$ cat src/rtl/coin_btn_conditioner.sv
// Coin-sensor pulse-width classifier and purchase-button debouncer feeding the vending FSM.
// Emits one-cycle w100/btn/rej pulses (never overlapping) and a jam level.
module coin_btn_conditioner #(
  parameter int DEB_CYC  = 4,
  parameter int COIN_MIN = 3,
  parameter int COIN_MAX = 20,
  parameter int HOLDOFF  = 8
) (
  input  logic CLK,
  input  logic RST_N,
  input  logic coin_raw,
  input  logic btn_raw,
  output logic w100,
  output logic btn,
  output logic rej,
  output logic jam
);

  localparam int CNT_W = $clog2(COIN_MAX + 2);
  localparam int DEB_W = $clog2(DEB_CYC + 1);
  localparam int GAP_W = (HOLDOFF > 1) ? $clog2(HOLDOFF) : 1;

  localparam logic [CNT_W-1:0] L_MIN      = CNT_W'(COIN_MIN);
  localparam logic [CNT_W-1:0] L_MAX      = CNT_W'(COIN_MAX);
  localparam logic [DEB_W-1:0] L_DEB      = DEB_W'(DEB_CYC);
  localparam logic [GAP_W-1:0] L_GAP_LAST = GAP_W'(HOLDOFF - 1);

  typedef enum logic [1:0] {S_IDLE, S_MEAS, S_JAM, S_GAP} state_t;

  logic             r_coin_s1, r_coin_s2, r_btn_s1, r_btn_s2;
  logic [1:0]       r_sync_vld;
  logic             r_coin_low;
  logic [DEB_W-1:0] r_deb_cnt;
  logic             r_btn_d, r_btn_dq, r_btn_pend;
  state_t           r_state;
  logic [CNT_W-1:0] r_cnt;
  logic [GAP_W-1:0] r_gap;

  state_t           w_state_nxt;
  logic [CNT_W-1:0] w_cnt_nxt, w_cnt_inc;
  logic [GAP_W-1:0] w_gap_nxt;
  logic [DEB_W-1:0] w_deb_inc;
  logic             w_acc, w_rej_ev, w_btn_ev, w_busy;

  assign w_cnt_inc = r_cnt + 1'b1;
  assign w_deb_inc = r_deb_cnt + 1'b1;
  assign w_btn_ev  = r_btn_d & ~r_btn_dq;
  assign w_busy    = w_acc | w_rej_ev;

  // Synchronizers; r_sync_vld marks when coin_s reflects real post-reset input,
  // so a coin already present at reset release never looks like a fresh rising edge.
  always_ff @(posedge CLK or negedge RST_N) begin
    if (!RST_N) begin
      r_coin_s1  <= 1'b0;
      r_coin_s2  <= 1'b0;
      r_btn_s1   <= 1'b0;
      r_btn_s2   <= 1'b0;
      r_sync_vld <= 2'b00;
      r_coin_low <= 1'b0;
    end else begin
      r_coin_s1  <= coin_raw;
      r_coin_s2  <= r_coin_s1;
      r_btn_s1   <= btn_raw;
      r_btn_s2   <= r_btn_s1;
      r_sync_vld <= {r_sync_vld[0], 1'b1};
      r_coin_low <= r_sync_vld[1] & ~r_coin_s2;
    end
  end

  // Debounce: level follows btn_s only after DEB_CYC consecutive disagreeing cycles
  always_ff @(posedge CLK or negedge RST_N) begin
    if (!RST_N) begin
      r_deb_cnt <= '0;
      r_btn_d   <= 1'b0;
      r_btn_dq  <= 1'b0;
    end else begin
      r_btn_dq <= r_btn_d;
      if (r_btn_s2 != r_btn_d) begin
        if (w_deb_inc == L_DEB) begin
          r_btn_d   <= r_btn_s2;
          r_deb_cnt <= '0;
        end else begin
          r_deb_cnt <= w_deb_inc;
        end
      end else begin
        r_deb_cnt <= '0;
      end
    end
  end

  always_ff @(posedge CLK or negedge RST_N) begin
    if (!RST_N) begin
      r_state <= S_IDLE;
      r_cnt   <= '0;
      r_gap   <= '0;
    end else begin
      r_state <= w_state_nxt;
      r_cnt   <= w_cnt_nxt;
      r_gap   <= w_gap_nxt;
    end
  end

  always_comb begin
    w_state_nxt = r_state;
    w_cnt_nxt   = r_cnt;
    w_gap_nxt   = r_gap;
    w_acc       = 1'b0;
    w_rej_ev    = 1'b0;
    case (r_state)
      // A new coin needs a low-to-high edge seen in IDLE
      S_IDLE: begin
        if (r_coin_s2 && r_coin_low) begin
          w_state_nxt = S_MEAS;
          w_cnt_nxt   = CNT_W'(1);
        end
      end
      S_MEAS: begin
        if (r_coin_s2) begin
          w_cnt_nxt = w_cnt_inc;
          if (w_cnt_inc > L_MAX) w_state_nxt = S_JAM;
        end else begin
          w_state_nxt = S_GAP;
          w_gap_nxt   = '0;
          if (r_cnt >= L_MIN && r_cnt <= L_MAX) w_acc = 1'b1;
          else                                  w_rej_ev = 1'b1;
        end
      end
      S_JAM: begin
        if (!r_coin_s2) begin
          w_state_nxt = S_GAP;
          w_gap_nxt   = '0;
          w_rej_ev    = 1'b1;
        end
      end
      S_GAP: begin
        if (r_gap == L_GAP_LAST) begin
          w_state_nxt = S_IDLE;
          w_cnt_nxt   = '0;
        end else begin
          w_gap_nxt = r_gap + 1'b1;
        end
      end
      default: w_state_nxt = S_IDLE;
    endcase
  end

  // A button press colliding with a coin decision is deferred one cycle; only one is held
  always_ff @(posedge CLK or negedge RST_N) begin
    if (!RST_N) begin
      w100       <= 1'b0;
      rej        <= 1'b0;
      jam        <= 1'b0;
      btn        <= 1'b0;
      r_btn_pend <= 1'b0;
    end else begin
      w100 <= w_acc;
      rej  <= w_rej_ev;
      jam  <= (w_state_nxt == S_JAM);
      if (w_busy) begin
        btn <= 1'b0;
        if (w_btn_ev) r_btn_pend <= 1'b1;
      end else if (r_btn_pend) begin
        btn        <= 1'b1;
        r_btn_pend <= 1'b0;
      end else begin
        btn <= w_btn_ev;
      end
    end
  end

endmodule

$ cat config.mk
export PLATFORM = sky130hd
export DESIGN_NAME = coin_btn_conditioner
export DESIGN_NICKNAME = d
export VERILOG_FILES = /design/src/rtl/coin_btn_conditioner.sv
export SDC_FILE = /design/constraint.sdc
export NUM_CORES = 1
export LEC_CHECK = 0
export ABC_AREA = 1
export BUFFER_PORTS_ARGS = -buffer_cell sky130_fd_sc_hd__buf_2
export CORE_MARGIN = 3
export CORE_UTILIZATION = 35
export DETAILED_ROUTE_END_ITERATION = 6
export HOLD_SLACK_MARGIN = 0.06
export SYNTH_ARGS = -nofsm -noshare
export SYNTH_HDL_FRONTEND = slang
export SYNTH_SLANG_ARGS = --single-unit
export TNS_END_PERCENT = 30
$ cat constraint.sdc
create_clock -name CLK -period 1.9 [get_ports CLK]
set_clock_uncertainty 0.1 [all_clocks]
set_input_delay 0.19 -clock CLK [delete_from_list [all_inputs] [get_ports CLK]]
set_output_delay 0.19 -clock CLK [all_outputs]
set_load 0.005 [all_outputs]
After elaboration in Yosys (flattened, before gate mapping)
Index checks and enable logic that the tools add are counted.
{"block": "word_totals", "reg_bits": 27, "input_bits": 4, "output_inout_bits": 4, "elab_cells": 76}
{"block": "classes", "add_sub_neg": 3, "order_cmp": 3, "n_eq_ne": 13, "muxes": 26, "bitwise_logic": 5, "n_reduce_logical": 9}
{"cell": "2-to-1 mux 5 bit", "count": 3}
{"cell": "one-hot mux 5 bit (3 select lines)", "count": 1}
{"cell": "2-to-1 mux 3 bit", "count": 4}
{"cell": "inequality test 2 bit, second input constant", "count": 6}
{"cell": "2-to-1 mux 1 bit", "count": 10}
{"cell": "2-to-1 mux 2 bit", "count": 5}
{"cell": "one-hot mux 2 bit (4 select lines)", "count": 1}
{"cell": "adder 3 x 1 -> 3 bit, second input constant", "count": 2}
{"cell": "equality test 2 bit, second input constant", "count": 3}
{"cell": "equality test 3 bit, second input constant", "count": 2}
{"cell": "one-hot mux 3 bit (2 select lines)", "count": 1}
{"cell": "adder 5 x 1 -> 5 bit, second input constant", "count": 1}
{"cell": "greater-or-equal comparator 5 x 2 -> 1 bit, second input constant", "count": 1}
{"cell": "greater-than comparator 5 bit, second input constant", "count": 1}
{"cell": "<= comparator 5 bit, second input constant", "count": 1}
{"cell": "AND reduction 4 bit", "count": 1}
{"cell": "AND reduction 3 bit", "count": 1}
{"cell": "nonzero test 3 bit", "count": 1}
{"cell": "AND 1 bit", "count": 2}
{"cell": "equality test 2 x 1 -> 1 bit, second input constant", "count": 1}
{"cell": "logical AND 1 bit", "count": 2}
{"cell": "logical NOT 2 bit", "count": 1}
{"cell": "NOT 1 bit", "count": 2}
{"cell": "one-hot mux 1 bit (2 select lines)", "count": 1}
{"cell": "other kinds (5)", "count": 5}

Longest topological paths before layout
Gate-level depths: netlist of the first run.
{"block": "logic_depth", "ltp_word": 7, "depth_mapped": 10, "mapped_depth_nobuf": 10}

Least setup slack after synthesis of the first run
No wires, ideal clock.
{"block": "synth_timing", "path_type": "reg2reg", "startpoint": "register r_state[1]", "endpoint": "register r_cnt[3]", "setup_ps": 120, "arrival_ps": 1408, "required_ps": 1680, "setup_slack_ps": 272, "stages_incl_launch_ff": 9, "path_buffers": 1, "synth_period_minus_slack_ps": 1628, "cell_sequence": "dfrtp_1 > inv_1 > ha_1 > buf_6 > nand2_2 > inv_2 > nor3_4 > nor2_1 > a31o_1"}
{"block": "synth_via", "elab_chain_len": 3, "elab_cells_between_ends": 9, "classes_between": "5 x eq/ne; 1 x mux; 3 x reduce/logical"}
{"element": "from (decl)", "line_no": "35", "rtl": "state_t r_state;"}
{"element": "from (signal assigned)", "line_no": "97", "rtl": "r_state <= w_state_nxt;"}
{"element": "equality test 2 bit, or another cell as far along", "line_no": "109", "rtl": "case (r_state)"}
{"element": "inequality test 2 bit (no source line) / nonzero test 3 bit (equally long branches)"}
{"element": "AND reduction 4 bit (no source line)"}
{"element": "to (signal assigned)", "line_no": "98", "rtl": "r_cnt <= w_cnt_nxt;"}
{"element": "to (decl)", "line_no": "36", "rtl": "logic [CNT_W-1:0] r_cnt;"}
Parallel ways exist; a longest one is shown, timed or not.
A chain may end at the register's enable or synchronous reset.

Worst setup path in the final report of the first run
{"block": "layout_timing", "startpoint": "register r_gap[0]", "endpoint": "register r_cnt[3]"}
{"block": "layout_via", "elab_chain_len": 3}
{"element": "from (decl)", "line_no": "37", "rtl": "logic [GAP_W-1:0] r_gap;"}
{"element": "from (signal assigned)", "line_no": "99", "rtl": "r_gap <= w_gap_nxt;"}
{"element": "equality test 3 bit", "line_no": "136", "rtl": "if (r_gap == L_GAP_LAST) begin"}
{"element": "inequality test 2 bit (no source line)"}
{"element": "AND reduction 4 bit (no source line)"}
No other way between the ends.

==> run summary, run 1 <==
share of layout cells above drive strength 1 -> 12.3%
final hold vios -> 0
final core occ -> 42.1%
num rows -> 21
Largest delay share family, worst path -> flip-flops
Setup crit end -> r_cnt[3]
Leak Pwr -> 0.732 nW
worst min-delay path class -> flip-flop to flip-flop
CTS tree -> done
post-synthesis sequential area ratio -> 53.0%
maximum operating frequency -> 560 MHz
Die Span Y -> 66.4 µm
clock root buffer -> clkbuf_4
vias -> 904
synthesis-to-finish area growth -> 12.8%
Synthesized Nets -> 153
Worst-Margin Slew -> 0.589 ns
vias in the first global route -> 925
R2R cell count -> 8
GPL Wtd Cong -> 0.890
top-area cell type share of the netlist area -> 53.0%
Worst setup EP type -> flip-flop
crit path from -> r_gap[0]
max-slew violation count -> 0
Comb power frac -> 42.6%
Tot GR Track Use -> 11.4%
Final period util -> 94.0%
Worst-path clk slew -> 0.14 ns
largest net degree at the start of global routing -> 28
crit start category -> flip-flop
I/O pin count -> 8
DRT antenna net count -> 0
via/cell ratio -> 4.52
clock share of power -> 13.3%
DP Area -> 1370 µm²
H-tree levels -> 1
P_sw -> 0.000731 W
Avg Cell Area, Syn -> 9.17 µm²
final instance area -> 1440 µm²
CP Cell Sequence -> ha_1, ha_1, inv_1, a21oi_1, inv_1, nor3_4, nor2_1, a31o_1
initial antenna violation count -> 0
Sequential Area -> 676 µm²
Peak VDD IR -> 0.467 mV
Worst EP arrival -> 1.91 ns
Unique masters post-synth -> 20
Power Dens Cells -> 1270 nW/µm²
Internal Power -> 0.00110 W
sequential share of power -> 44.1%
CTS buffer count -> 3
synth warn -> 0
Initial DRC Count -> 32
core box area -> 3420 µm²
Reg2Reg Launch Point -> r_gap[0]
CP peak stage delay -> 0.40 ns
Area contributors post-synth -> dfrtp_1 53%, ha_1 9.8%, nand2_1 7.4%
n_diodes -> 0
Rel. slew slack -> 60.7%
worst setup path category -> flip-flop to flip-flop
die area -> 4400 µm²
initial core utilization -> 37.3%
post-layout net count -> 169
post-synthesis cell area -> 1270 µm²
Critical R2R Capture -> r_cnt[3]
fin crit period -> 1.79 ns
Post-Syn Instances -> 139
sinks on the clock net -> 27
# DRC -> 0
Die Width -> 66.4 µm
# fillers -> 349
Max Cap Viol -> 0
routed wire length per instance -> 10.1 µm
CP Max Fanout -> 10
most common cell after layout, fill and taps aside -> dfrtp_1
setup violators final -> 0
Clock Latency Late Sink -> 0.32 ns
Multi-input gate area -> 504 µm²
Crit. path cell count -> 8
routed wire length -> 2.01 mm
register-to-register setup slack -> 0.11 ns
Max Root-Sink Buffers -> 2
WP buf/inv -> 2
status -> completed
Initial DRT Pass Iterations -> 5
grt total ovfl -> 0
flops & latches, synth -> 27
RSZ-0062 raised after global routing -> true
switching share of total power -> 39.9%
dpl hpwl -> 1.55 mm
commonest non-fill, non-tap cells in the layout -> 27 x dfrtp_1, 25 x nand2_1, 20 x inv_1, 12 x nor2_1, 11 x o21ai_0
first-pass GRT wire length -> 3.91 mm
Critical-path top delay cell -> dfrtp_1
Worst EP required -> 2.02 ns
IO buf count -> 7
area leader, netlist -> dfrtp_1
==> area by class of cell <==
class	count	area share, %
Clock inverter	1	0.522
Timing Repair Buffer	13	6.09
Multi-Input combinational cell	88	35.1
Clock buffer	3	1.57
Inverter	22	5.74
Sequential cell	27	47.0
Tap cell	46	4.00
==> state kept, by name, indices dropped and copies added, names as in the netlist, 2 cells and up <==
name and cells:
r_deb_cnt 3, r_cnt 5, r_state 2, r_sync_vld 2, r_gap 3
==> cell usage after synthesis, drive strengths merged <==
master and number:
o21bai 1, ha 10, xnor2 2, nor2 12, inv 22, o211ai 1
nand4 3, buf 2, dfrtp 27, o21ai 11, conb 1, nor3 4
nand2 26, nand3 7, a31o 1, a21oi 9
==> per-stage QoR <==
step           TNS (ns)  hold slack (ns)  worst slack, ns  cells  power, W
6_report              0            0.266            0.114    200   0.00183
5_1_grt         -0.0716            0.282          -0.0473    200   0.00205
4_1_cts               0            0.269           0.0978    200   0.00186
3_5_place_dp          0            0.134            0.140    193   0.00161
3_3_place_gp          0            0.120            0.208    193   0.00157
2_1_floorplan         0           -0.206            0.272    139   0.00138
==> worst min-delay path by stage <==
| stage | cells after the start | to | from |
|---|---|---|---|
| after floorplan | 0 | btn | RST_N |
| after global placement | 1 | rej | RST_N |
| after detailed placement | 1 | btn | RST_N |
| after CTS | 0 | r_coin_s2 | r_coin_s1 |
| after global routing | 0 | r_btn_s2 | r_btn_s1 |
| final | 0 | r_coin_s2 | r_coin_s1 |
==> per-layer routing <==
metal	global-route usage [%]	vias to the layer above	part of all wire, %
met5	0	-	0
met4	1.52	0	0
met3	3.57	0	2.8
met2	19.3	11	51
met1	14.5	418	46
li1	-	475	-
==> worst register-to-register path: cells and delay by family (launching register included) <==
kind	cells	cell delay [ns]
flops	1	0.40
simple gates	2	0.36
compound gates	2	0.35
fa+ha+maj	2	0.32
buf+inv	2	0.16
==> cell families (layout without fill, tap and decap cells) <==
| kind of cell | after synthesis | in the layout | synth area share [%] |
|---|---|---|---|
| AOI/OAI and AO/OA | 23 | 23 | 9.72 |
| xor gates and xnor gates | 2 | 2 | 1.37 |
| adders and majority gates | 10 | 10 | 9.81 |
| buffers and inverters | 24 | 39 | 7.75 |
| DFF | 27 | 27 | 53.0 |
| other | 1 | 1 | 0.294 |
| and+or+nand+nor | 52 | 52 | 18.1 |
==> power by group through the flow <==
stage / clock (W) / combinational (W) / sequential, W
global route: 0.000280 / 0.000934 / 0.000834
finish: 0.000243 / 0.000780 / 0.000809
detailed placement: 0 / 0.000784 / 0.000822
floorplan: 0 / 0.000582 / 0.000801
global placement: 0 / 0.000752 / 0.000814
CTS: 0.000262 / 0.000793 / 0.000809
==> timing repair <==
| action | 4_1_cts | 5_1_grt |
|---|---|---|
| hold endpoints to repair | 29 | 0 |
| buffers inserted | 0 | 0 |
| hold buffers | 3 | 0 |
| resized for setup | 0 | 1 |
| endpoints found under the setup margin | 0 | 5 |
Note: power is estimated with default switching activity, not from simulation.
==> run 2, diff against run 1 <==
ABC_AREA = default   (was 1)
MAX_ROUTING_LAYER = met4   (was default)
==> run summary, run 2 <==
status -> finished with violations
failing checks -> setup timing
DRT antenna net count -> 0 (unchanged)
commonest non-fill, non-tap cells in the layout -> 27 x dfrtp_1, 16 x nand2_1, 13 x buf_4, 8 x a21oi_1
final hold vios -> 0 (unchanged)
core box area -> 3720 µm² (+8.8%)
routed wire length -> 2.47 mm (+23%)
maximum operating frequency -> 521 MHz (-6.9%)
Synth async-reset ratio -> 100% (unchanged)
CP Cell Sequence -> buf_4, ha_2, or4_4, nand3b_4, o21ai_2, a22o_1
GPL Wtd Cong -> 0.875 (-1.7%)
vias in the first global route -> 1026 (+11%)
max-slew violation count -> 0 (unchanged)
largest net degree at the start of global routing -> 28 (unchanged)
Worst EP required -> 2.02 ns (about the same)
initial antenna violation count -> 0 (unchanged)
synthesis-to-finish area growth -> 19.1%
Top FF cell, synth -> dfrtp_1
dpl hpwl -> 1.83 mm (+18%)
post-layout net count -> 165 (-2.4%)
Avg Cell Area, Syn -> 10.9 µm² (+18%)
Largest delay share family, worst path -> simple AND/OR/NAND/NOR gates
max FFs per register -> 5 (unchanged)
first-pass GRT wire length -> 4.51 mm (+16%)
area leader, netlist -> dfrtp_1
hold slack -> 0.256 ns (-0.0103 ns)
vias -> 975 (+7.9%)
synth cell count leaders -> 27 x dfrtp_1, 16 x nand2_1, 10 x ha_1
CTS buffer count -> 3 (unchanged)
WP buf/inv -> 1 (-1)
largest reg by FF count -> r_cnt
Initial DRC Count -> 28 (-13%)
Max Root-Sink Buffers -> 2 (unchanged)
Post-Syn Instances -> 127 (-8.6%)
Worst-Margin Slew -> 0.568 ns (-0.0208 ns)
sinks on the clock net -> 27 (unchanged)
most common cell after layout, fill and taps aside -> dfrtp_1
I/O pin count -> 8 (unchanged)
Synthesized Nets -> 141 (-7.8%)
clock root buffer -> clkbuf_8
share of layout cells above drive strength 1 -> 28.0% (+16 points)
n_diodes -> 0 (unchanged)
initial core utilization -> 37.1% (-0.22 points)
final instance area -> 1640 µm² (+14%)
Peak VDD IR -> 0.635 mV (+36%)
num rows -> 22 (+4.8%)
RSZ-0062 raised after global routing -> true
Final WS setup -> -0.0191 ns (-0.133 ns)
top flop regs -> r_cnt: 5 flops, r_deb_cnt: 3 flops, r_gap: 3 flops
Area contributors post-synth -> dfrtp_1 49%, ha_1 9.1%, nand2_1 4.4%
cell with the most instances after synthesis -> dfrtp_1
CP peak stage delay -> 0.59 ns (+0.19 ns)
Clock Latency Late Sink -> 0.28 ns (-0.04 ns)
fin crit period -> 1.92 ns (+0.133 ns)
setup violators final -> 2 (+2)
Initial DRT Pass Iterations -> 4 (-1)
Unique masters post-synth -> 39 (+95%)
Post-synth EDFFs -> 0 (unchanged)
crit start category -> flip-flop
post-synthesis cell area -> 1380 µm² (+8.1%)
IO buf count -> 7 (unchanged)
grt total ovfl -> 0 (unchanged)
Worst EP arrival -> 2.04 ns (+0.13 ns)
Die Width -> 68.8 µm (+3.6%)
Tot GR Track Use -> 13.1% (+1.7 points)
DP Area -> 1510 µm² (+10%)
die area -> 4730 µm² (+7.4%)
Critical-path top delay cell -> or4_4
flops & latches, synth -> 27 (unchanged)
top-area cell type share of the netlist area -> 49.0% (-4.0 points)
Max Cap Viol -> 0 (unchanged)
worst setup path category -> flip-flop to flip-flop
Die Span Y -> 68.8 µm (+3.6%)
final core occ -> 44.2% (+2.1 points)
Rel. slew slack -> 62.1% (+1.4 points)
# DRC -> 0 (unchanged)
Leak Pwr -> 0.780 nW (+6.6%)
post-synthesis sequential area ratio -> 49.0% (-4.0 points)
H-tree levels -> 1 (unchanged)
CTS tree -> done
worst min-delay path class -> flip-flop to flip-flop
Worst-path clk slew -> 0.10 ns (-0.04 ns)
Final period util -> 101% (+7.0 points)
routed wire length per instance -> 12.5 µm (+24%)
Worst setup EP type -> flip-flop
CP Max Fanout -> 7 (-3)
Power Dens Cells -> 1270 nW/µm² (-0.57%)
synth warn -> 0 (unchanged)
via/cell ratio -> 4.92 (+8.9%)
## run 2: cell types whose count changed in the layout (fill, tap and decap cells not counted), sizes merged, moves of 2 or more
cell    previous run  this run
o41ai              0         2
a21o               0         3
inv               22         9
nand3              7         2
mux2               0         2
nor3b              0         3
nand4              3         0
a22o               0         4
nor2b              0         6
nand3b             0         2
nor2              12         1
buf               10        20
nand2             26        16
## run 2: metrics by stage
| step | instances | power [W] | TNS [ns] | worst slack, ns |
|---|---|---|---|---|
| final | 198 | 0.00208 | -0.0204 | -0.0191 |
| after global placement | 188 | 0.00162 | 0 | 0.0527 |
| after CTS | 198 | 0.00208 | -0.0111 | -0.0111 |
| after global routing | 198 | 0.00228 | -0.485 | -0.110 |
| after detailed placement | 188 | 0.00164 | 0 | 0.00265 |
| after floorplan | 127 | 0.00147 | -0.0775 | -0.0434 |
## run 2: cell type report
cell class	count	area [µm²]
clock buffers	3	41.3
clock inverters	1	8.76
fillers	364	2070
inverters	8	30.0
multi-input cells	88	663
flip-flops and latches	27	676
well taps	48	60.1
repair buffers	23	163
## run 2: path summary, 6_finish.rpt
check / startpoint / to / slack [ns] / depth (start not counted)
min in group asynchronous: RST_N / r_deb_cnt[2] / 0.34 / 2
worst min register to register: r_sync_vld[0] / r_sync_vld[1] / 0.26 / 0
worst max register to register: r_state[1] / r_cnt[2] / -0.02 / 6
worst max-delay path: r_state[1] / r_cnt[2] / -0.02 / 6
max in group asynchronous: RST_N / r_gap[0] / 0.98 / 2
worst min-delay path: r_sync_vld[0] / r_sync_vld[1] / 0.26 / 0
## run 2: worst reg2reg max path: cells and delay by family (launching register included)
family | cells | cell delay (ns)
fa+ha+maj | 1 | 0.20
compound gates | 2 | 0.18
simple gates | 2 | 0.77
flops | 1 | 0.44
buf+inv | 1 | 0.16
## run 2: power by group
part	switching, W	internal (W)	leakage (nW)	total (W)
Combinational	0.000471	0.000464	0.402	0.000935
Clock	0.000186	0.000154	0.0261	0.000340
Sequential	0.000109	0.000696	0.353	0.000805
Total	0.000767	0.00131	0.780	0.00208
## run 2: timing repair
action | 4_1_cts | 5_1_grt
gates resized for setup | 4 | 3
buffers inserted | 3 | 0
endpoints found under the setup margin | 3 | 6
pin swaps | 2 | 4
hold endpoints to repair | 29 | 0
hold buffers | 3 | 0
## run 2: metal layers
metal | routed length, µm | track usage (%)
met2 | 1240 | 22.3
met5 | 0 | -
met3 | 76 | 3.89
met4 | 20 | 3.41
met1 | 1130 | 15.1
## run 2: cells by family after synthesis
group	Yosys count	share of synthesized area [%]
xor+xnor	2	1.27
mux	3	2.36
fa+ha+maj	10	9.07
flops	27	49.0
other cells	1	0.272
buf+inv	12	5.35
compound gates	35	17.1
simple gates	37	15.6
==> run 3, diff against run 2 <==
PLACE_DENSITY = 0.64   (was default)
clock period = 1.7 ns   (was 1.9 ns; I/O delays follow)
==> run summary, run 3 (synthesized netlist as in run 2, its figures left out) <==
crit start category -> flip-flop
Worst-path clk slew -> 0.10 ns (about the same)
# DRC -> 0 (unchanged)
final core occ -> 48.4% (+4.2 points)
Initial DRT Pass Iterations -> 4 (unchanged)
Power Dens Cells -> 1440 nW/µm² (+13%)
Initial DRC Count -> 75 (+170%)
Worst setup EP type -> flip-flop
share of layout cells above drive strength 1 -> 37.4% (+9.4 points)
Max Root-Sink Buffers -> 2 (unchanged)
fin crit period -> 1.91 ns (-0.0128 ns)
vias in the first global route -> 1061 (+3.4%)
max FFs per register -> 5 (unchanged)
n_diodes -> 0 (unchanged)
DRT antenna net count -> 0 (unchanged)
synthesis-to-finish area growth -> 30.5%
core box area -> 3720 µm² (unchanged)
Clock Latency Late Sink -> 0.27 ns (about the same)
CTS buffer count -> 3 (unchanged)
Worst EP required -> 1.82 ns (-0.20 ns)
worst setup path category -> flip-flop to flip-flop
Peak VDD IR -> 0.646 mV (+1.8%)
first-pass GRT wire length -> 4.71 mm (+4.4%)
Rel. slew slack -> 61.1% (-1.1 points)
top flop regs -> r_cnt: 5 flops, r_deb_cnt: 3 flops, r_gap: 3 flops
Worst-Margin Slew -> 0.584 ns (+0.0162 ns)
CP Max Fanout -> 8 (+1)
I/O pin count -> 8 (unchanged)
worst min-delay path class -> flip-flop to flip-flop
GPL Wtd Cong -> 0.863 (-1.3%)
commonest non-fill, non-tap cells in the layout -> 26 x dfrtp_1, 25 x buf_4, 16 x nand2_1, 8 x a21oi_1, 7 x buf_2
Tot GR Track Use -> 13.8% (+0.68 points)
routed wire length per instance -> 13.1 µm (+4.8%)
largest net degree at the start of global routing -> 28 (unchanged)
failing checks -> setup timing
Leak Pwr -> 0.845 nW (+8.3%)
die area -> 4730 µm² (unchanged)
total power -> 0.00258 W (+24%)
num rows -> 22 (unchanged)
vias -> 1034 (+6.1%)
Die Width -> 68.8 µm (unchanged)
initial core utilization -> 37.1% (unchanged)
dpl hpwl -> 1.92 mm (+5.1%)
initial antenna violation count -> 0 (unchanged)
Final period util -> 112% (+11 points)
grt total ovfl -> 0 (unchanged)
sinks on the clock net -> 27 (unchanged)
CTS tree -> done
Die Span Y -> 68.8 µm (unchanged)
status -> finished with violations
clock root buffer -> clkbuf_8
H-tree levels -> 1 (unchanged)
via/cell ratio -> 4.90 (-0.48%)
Final WS setup -> -0.206 ns (-0.187 ns)
maximum operating frequency -> 525 MHz (+0.67%)
setup violators final -> 7 (+5)
post-layout net count -> 178 (+7.9%)
IO buf count -> 7 (unchanged)
max-slew violation count -> 0 (unchanged)
final hold vios -> 0 (unchanged)
most common cell after layout, fill and taps aside -> dfrtp_1
RSZ-0062 raised after global routing -> true
Worst EP arrival -> 2.02 ns (-0.02 ns)
routed wire length -> 2.75 mm (+12%)
largest reg by FF count -> r_cnt
Max Cap Viol -> 0 (unchanged)
[run 3: cell type report]
cell class	count	area, µm²
clock inverter	1	7.51
tap	48	60.1
inverter	8	32.5
multi-input combinational	88	717
timing repair buffer	36	264
clock buffer	3	41.3
fill	340	1920
sequential	27	677
[run 3: per-stage QoR]
| step | hold WS (ns) | area, µm² | cells | worst slack (ns) | setup TNS, ns |
|---|---|---|---|---|---|
| global route | 0.275 | 1800 | 211 | -0.279 | -1.51 |
| global placement | 0.0995 | 1600 | 199 | -0.141 | -0.564 |
| detailed placement | 0.112 | 1600 | 199 | -0.211 | -1.01 |
| floorplan | -0.226 | 1390 | 127 | -0.243 | -0.874 |
| finish | 0.256 | 1800 | 211 | -0.206 | -0.963 |
| CTS | 0.260 | 1740 | 209 | -0.160 | -0.748 |
[run 3: what timing repair did]
action                     in CTS  in global routing
setup endpoints to repair       8                 11
hold buffers                    3                  0
gates resized for setup        10                 11
hold endpoints to repair       29                  0
setup buffers                   3                  2
pin swaps                       3                  3
[run 3: power by group]
part           switching [W]  internal (W)  leakage (nW)
clock               0.000207      0.000166        0.0217
combinational       0.000622      0.000699         0.472
sequential          0.000111      0.000780         0.351
[run 3: worst paths after layout]
path / from / endpoint / slack [ns] / cells after the start
worst max register to register: r_state[0] / r_cnt[2] / -0.21 / 7
worst max-delay path: r_state[0] / r_cnt[2] / -0.21 / 7
worst min register to register: r_btn_s1 / r_btn_s2 / 0.26 / 0
min in group asynchronous: RST_N / r_btn_dq / 0.32 / 2
worst min-delay path: r_btn_s1 / r_btn_s2 / 0.26 / 0
max in group asynchronous: RST_N / r_state[0] / 0.76 / 2
[run 3: critical path: stages, from the launching register on]
cell      delay, ns
dfrtp_2        0.45
inv_4          0.06
ha_4           0.17
o21ba_4        0.20
or4_4          0.49
nand3b_4       0.18
o21ai_2        0.06
a22o_1         0.13
[run 3: routing by layer]
| metal | track usage (%) | part of all wire [%] | vias up |
|---|---|---|---|
| li1 | - | - | 516 |
| met3 | 3.40 | 2.5 | 2 |
| met4 | 3.65 | 0.84 | 0 |
| met2 | 23.0 | 51 | 12 |
| met1 | 16.6 | 45 | 504 |
| met5 | - | 0 | - |
